$ cat src/rtl/dp_issue.sv
// Three-state issue stage for ARM data-processing instructions: latches a word and its
// register operands, drives an external ALU, then writes back and updates the NZCV flags.
module dp_issue (
  input  logic        clk,
  input  logic        reset,
  input  logic        instr_valid,
  input  logic [31:0] instr,
  output logic        instr_ready,
  output logic [3:0]  rn_addr,
  output logic [3:0]  rm_addr,
  input  logic [31:0] rn_data,
  input  logic [31:0] rm_data,
  output logic [3:0]  alu_opcode,
  output logic [31:0] alu_a,
  output logic [31:0] alu_b,
  output logic        alu_carry_in,
  input  logic [31:0] alu_result,
  input  logic [3:0]  alu_nzvc,
  output logic        wb_en,
  output logic [3:0]  wb_addr,
  output logic [31:0] wb_data,
  output logic [3:0]  flags,
  output logic        illegal
);

  typedef enum logic [1:0] {IDLE, EXEC, WB} state_e;

  // Rn is consumed at accept time through rn_data, so its field is not kept.
  typedef struct packed {
    logic [3:0]  cond;
    logic [1:0]  cls;
    logic        imm;
    logic [3:0]  opcode;
    logic        s;
    logic [3:0]  rd;
    logic [11:0] op2;
  } dp_word_t;

  state_e      state_q;
  dp_word_t    ins_q;
  logic [31:0] rn_q, rm_q;
  logic [3:0]  nzvc_q;
  logic        shc_q, flag_upd_q;
  logic [3:0]  flags_q;
  logic        wb_en_q, illegal_q;
  logic [3:0]  wb_addr_q;
  logic [31:0] wb_data_q;

  logic [4:0]  rot, shamt;
  logic [31:0] imm_w, ror_w, op2_val;
  logic [32:0] shl_w;
  logic        shc;
  logic        f_n, f_z, f_c, f_v;
  logic        cond_ok, legal, is_test, is_arith;

  assign {f_n, f_z, f_c, f_v} = flags_q;

  always_comb begin
    rot   = {ins_q.op2[11:8], 1'b0};
    imm_w = {24'd0, ins_q.op2[7:0]};
    ror_w = 32'({imm_w, imm_w} >> rot);
    shamt = ins_q.op2[11:7];
    shl_w = {1'b0, rm_q} << shamt;
    if (ins_q.imm) begin
      op2_val = ror_w;
      shc     = (rot != '0) ? ror_w[31] : f_c;
    end else begin
      op2_val = shl_w[31:0];
      shc     = (shamt != '0) ? shl_w[32] : f_c;
    end
  end

  always_comb begin
    case (ins_q.cond)
      4'h0:    cond_ok = f_z;
      4'h1:    cond_ok = !f_z;
      4'h2:    cond_ok = f_c;
      4'h3:    cond_ok = !f_c;
      4'h4:    cond_ok = f_n;
      4'h5:    cond_ok = !f_n;
      4'h6:    cond_ok = f_v;
      4'h7:    cond_ok = !f_v;
      4'h8:    cond_ok = f_c && !f_z;
      4'h9:    cond_ok = !f_c || f_z;
      4'hA:    cond_ok = (f_n == f_v);
      4'hB:    cond_ok = (f_n != f_v);
      4'hC:    cond_ok = !f_z && (f_n == f_v);
      4'hD:    cond_ok = f_z || (f_n != f_v);
      4'hE:    cond_ok = 1'b1;
      default: cond_ok = 1'b0;
    endcase
  end

  // TST/TEQ/CMP/CMN only make sense with S set; without it they are illegal.
  always_comb begin
    is_test  = (ins_q.opcode[3:2] == 2'b10);
    is_arith = (ins_q.opcode inside {[4'b0010:4'b0111], 4'b1010, 4'b1011});
    legal    = (ins_q.cls == 2'b00)
            && (ins_q.imm || (!ins_q.op2[4] && ins_q.op2[6:5] == 2'b00))
            && !(is_test && !ins_q.s);
  end

  always_ff @(posedge clk or posedge reset) begin
    if (reset) begin
      state_q    <= IDLE;
      ins_q      <= '0;
      rn_q       <= '0;
      rm_q       <= '0;
      nzvc_q     <= '0;
      shc_q      <= 1'b0;
      flag_upd_q <= 1'b0;
      flags_q    <= '0;
      wb_en_q    <= 1'b0;
      illegal_q  <= 1'b0;
      wb_addr_q  <= '0;
      wb_data_q  <= '0;
    end else begin
      case (state_q)
        IDLE: begin
          if (instr_valid) begin
            ins_q   <= {instr[31:20], instr[15:0]};
            rn_q    <= rn_data;
            rm_q    <= rm_data;
            state_q <= EXEC;
          end
        end
        EXEC: begin
          nzvc_q     <= alu_nzvc;
          shc_q      <= shc;
          wb_data_q  <= alu_result;
          wb_addr_q  <= ins_q.rd;
          wb_en_q    <= cond_ok && legal && !is_test;
          illegal_q  <= !legal;
          flag_upd_q <= cond_ok && legal && ins_q.s;
          state_q    <= WB;
        end
        WB: begin
          wb_en_q   <= 1'b0;
          illegal_q <= 1'b0;
          if (flag_upd_q) begin
            if (is_arith) flags_q <= {nzvc_q[3], nzvc_q[2], nzvc_q[0], nzvc_q[1]};
            else          flags_q <= {nzvc_q[3], nzvc_q[2], shc_q, flags_q[0]};
          end
          state_q <= IDLE;
        end
        default: state_q <= IDLE;
      endcase
    end
  end

  assign instr_ready  = (state_q == IDLE);
  assign rn_addr      = instr[19:16];
  assign rm_addr      = instr[3:0];
  assign alu_opcode   = ins_q.opcode;
  assign alu_a        = rn_q;
  assign alu_b        = op2_val;
  assign alu_carry_in = f_c;
  assign wb_en        = wb_en_q;
  assign wb_addr      = wb_addr_q;
  assign wb_data      = wb_data_q;
  assign flags        = flags_q;
  assign illegal      = illegal_q;

endmodule
$ cat config.mk
export PLATFORM = sky130hd
export DESIGN_NAME = dp_issue
export DESIGN_NICKNAME = d
export VERILOG_FILES = /design/src/rtl/dp_issue.sv
export SDC_FILE = /design/constraint.sdc
export NUM_CORES = 1
export LEC_CHECK = 0
export ABC_AREA = 1
export ABC_CLOCK_PERIOD_IN_PS = 5210
export CORE_ASPECT_RATIO = 0.9
export CORE_MARGIN = 2
export CORE_UTILIZATION = 25
export CTS_CLUSTER_DIAMETER = 150
export DETAILED_ROUTE_END_ITERATION = 8
export DONT_BUFFER_PORTS = 1
export HOLD_SLACK_MARGIN = 0.12
export REMOVE_ABC_BUFFERS = 1
export SLEW_MARGIN = 20
export SYNTH_ARGS = -nofsm -noshare
export SYNTH_HDL_FRONTEND = slang
export SYNTH_SLANG_ARGS = --single-unit
$ cat constraint.sdc
create_clock -name clk -period 5.21 [get_ports clk]
set_clock_uncertainty 0.15 [all_clocks]
set_input_delay 1.042 -clock clk [delete_from_list [all_inputs] [get_ports clk]]
set_output_delay 1.042 -clock clk [all_outputs]
set_load 0.05 [all_outputs]
==> run_results.csv <==
group,metric,value,unit
clock_tree,cts_buffer_depth,2,
placed_design,place_congestion,0.903,
global_routing,antenna_found_initial,9,
logic_synthesis,ys_seq_area_frac,0.450,
routing,firstDrtPassIters,7,
global_routing,grt_max_degree,74,
clock_tree,cts_made_buffers,17,
routing,drc,0,
sta,hold_violations,0,
global_routing,grt_pass1_vias,6472,
clock_tree,cts-root-buf,"clkbuf_16",
logic_synthesis,synth_edf_count,0,
worst_setup_path,critPathTopFamily,"buffers and inverters",
cells_and_area,fin_nets,1103,
logic_synthesis,async_flop_share,1.00,
sta,tns,0,ps
worst_setup_path,cp-endpoint,"alu_b[30]",
outcome,status,"finished, final reports clean",
worst_setup_path,crit_start,"ins_q[10]",
floorplanning,dieArea,33000,sq um
global_routing,grt.total_usage,0.153,
global_routing,grt-ovfl-total,0,
logic_synthesis,yosysTopAreaCell,"dfrtp_1",
clock_tree,ctsHtreeMaxLevel,4,
worst_setup_path,worst_setup_path_end_kind,"output port",
worst_setup_path,cp.depth,8,
sta,relSlewSlack,0.209,
clock_tree,cts.sinks,142,
worst_setup_path,reg2reg_depth,5,
worst_setup_path,rr_endpoint,"rm_q[6]",
placed_design,portBuffers,0,
clock_tree,clk_pin_slew,60,ps
cells_and_area,layout_common_cells,"344 x nand2_1, 142 x dfrtp_1, 96 x nand3_1",
logic_synthesis,ys_warn_count,0,
routing,wl,25.0,mm
logic_synthesis,ys_types,43,
logic_synthesis,syn_area,7900,sq um
clock_tree,insertion_delay,430,ps
sta,post-route-period-util,0.786,
clock_tree,postCtsSetupRepairBufs,0,
logic_synthesis,synth-main-ff-cell,"dfrtp_1",
logic_synthesis,ys_ff_latch,142,
worst_setup_path,slowest_delay,540,ps
floorplanning,die_x,191,um
sta,rsz0062_at_grt,"false",
routing,ant_nets,0,
clock_tree,cts_tree,"done",
cells_and_area,drive_gt1_frac,0.152,
worst_setup_path,critPathRequiredTime,4020,ps
sta,finalSetupViolations,0,
worst_setup_path,crit_path_start_kind,"register",
logic_synthesis,syn_inst,986,
global_routing,grt_pass1_wl,38.8,mm
clock_tree,cts_resized,0,
routing,vias,6661,
worst_setup_path,path_class,"reg -> out",
floorplanning,start_util,0.255,
routing,vias_per_cell,4.79,
placed_design,post-dp-hpwl,18.5,mm
worst_setup_path,critical_path_arrival,2900,ps
cells_and_area,mostFrequentLayoutCell,"nand2_1",
worst_setup_path,path_cells,"buf_4 -> inv_1 -> nand2_1 -> inv_1 -> nand2_1 -> o22ai_1 -> o21ai_0 -> nand3_1",
logic_synthesis,yosysTopAreaCellShare,0.450,
flow_run,maxCapViolations,0,
floorplanning,io_pins,255,
sta,worst_pin_slew,1180,ps
worst_setup_path,cp_slowest_cell,"dfrtp_1",
routing,drt_iter0_markers,505,
sta,report.final.slew_viol_count,0,
cells_and_area,area_growth,12.5,%
worst_setup_path,r2r_start,"state_q[0]",
sta,fmax,244,MHz
hold_path,hp-class,"reg -> reg",
logic_synthesis,netlist_top_cells_area,"dfrtp_1 45%, nand2_1 16%, mux2_2 11%, nand3_1 6.1%, o21ai_0 2.9%",
worst_setup_path,r2r_slack,2230,ps
routing,wl_per_cell,18.0,um
floorplanning,core_area,31000,sq um
floorplanning,std_cell_rows,61,
floorplanning,die_height,173,um
worst_setup_path,path_max_fanout,20,
worst_setup_path,crit_buf_inv,3,
sta,fin_crit,4100,ps
logic_synthesis,syn_area_per_cell,8.01,sq um
clock_tree,ctsHoldBuffers,0,
-- sequential cells by signal, indices dropped and copies added (netlist names) --
| signal | count |
|---|---|
| wb_en | 1 |
| flags | 4 |
| alu_opcode | 4 |
| wb_addr | 4 |
| illegal | 1 |
| ins_q | 16 |
| nzvc_q | 4 |
| imm_w | 8 |
| rm_q | 32 |
| wb_data | 32 |
| shc_q | 1 |
| state_q | 2 |
| flag_upd_q | 1 |
| alu_a | 32 |
-- layer usage --
metal	global-route usage	share of wire	wire (um)	vias to the layer above
li1	-	-	-	3204
met1	0.208	0.45	11200	3185
met2	0.231	0.45	11300	236
met3	0.0503	0.081	2020	30
met4	0.0439	0.015	371	6
met5	0	0.0018	44	-
-- cells by family (layout without fill, tap and decap cells) --
| logic type | count (synthesis) | in the layout | synth area share |
|---|---|---|---|
| AND/OR/NAND/NOR | 507 | 507 | 0.263 |
| flip-flops | 142 | 142 | 0.450 |
| AO/OA/AOI/OAI | 140 | 140 | 0.102 |
| buffers and inverters | 118 | 108 | 0.0716 |
| multiplexers | 74 | 74 | 0.105 |
| adder cells (fa/ha/maj) | 4 | 4 | 0.00633 |
| XOR/XNOR | 1 | 1 | 0.00111 |
| other | 0 | 5 | 0 |
-- layout make-up --
class	count	area, sq um
timing repair buffer	29	218
clock inverter	13	178
multi-input combinational	726	3790
antenna	5	12.5
inverter	48	185
sequential	142	3550
fill	3420	22100
tap	409	512
clock buffer	18	439
-- synthesized netlist by cell type (6+ instances only) --
master	instances
o21ai_0	46
buf_4	17
inv_1	45
o21ai_1	17
o211ai_1	14
mux2_2	74
buf_1	7
buf_2	22
nand2_1	345
nor2_1	47
clkbuf_1	19
dfrtp_1	142
o221ai_1	6
a21oi_1	34
nand3_1	96
-- worst min-delay path by stage --
stage / from / end / slack [ps] / depth (start not counted)
floorplan: ins_q[12] / wb_addr[0] / 290 / 2
global placement: ins_q[13] / wb_addr[1] / 300 / 2
detailed placement: ins_q[13] / wb_addr[1] / 310 / 2
CTS: ins_q[14] / wb_addr[2] / 320 / 2
global route: ins_q[14] / wb_addr[2] / 340 / 2
finish: ins_q[14] / wb_addr[2] / 320 / 2
-- worst min-delay path: stages (launching register included) --
cell and delay, ps:
dfrtp_1 340, nand2_1 50, nand2_1 50
-- per-stage QoR --
stage          setup WS, ps  std cells   util  cell area [sq um]  hold slack [ps]
2_1_floorplan           208        916      -               7520              291
3_3_place_gp           1600       1354  0.267               8260              300
3_5_place_dp           1600       1354  0.267               8260              315
4_1_cts                1120       1385  0.286               8880              322
5_1_grt                 860       1386  0.287               8880              340
6_report               1110       1390  0.287               8890              324
Power is not shown: default switching activity piles up to over one toggle a cycle in this logic, so the estimate is an artifact.
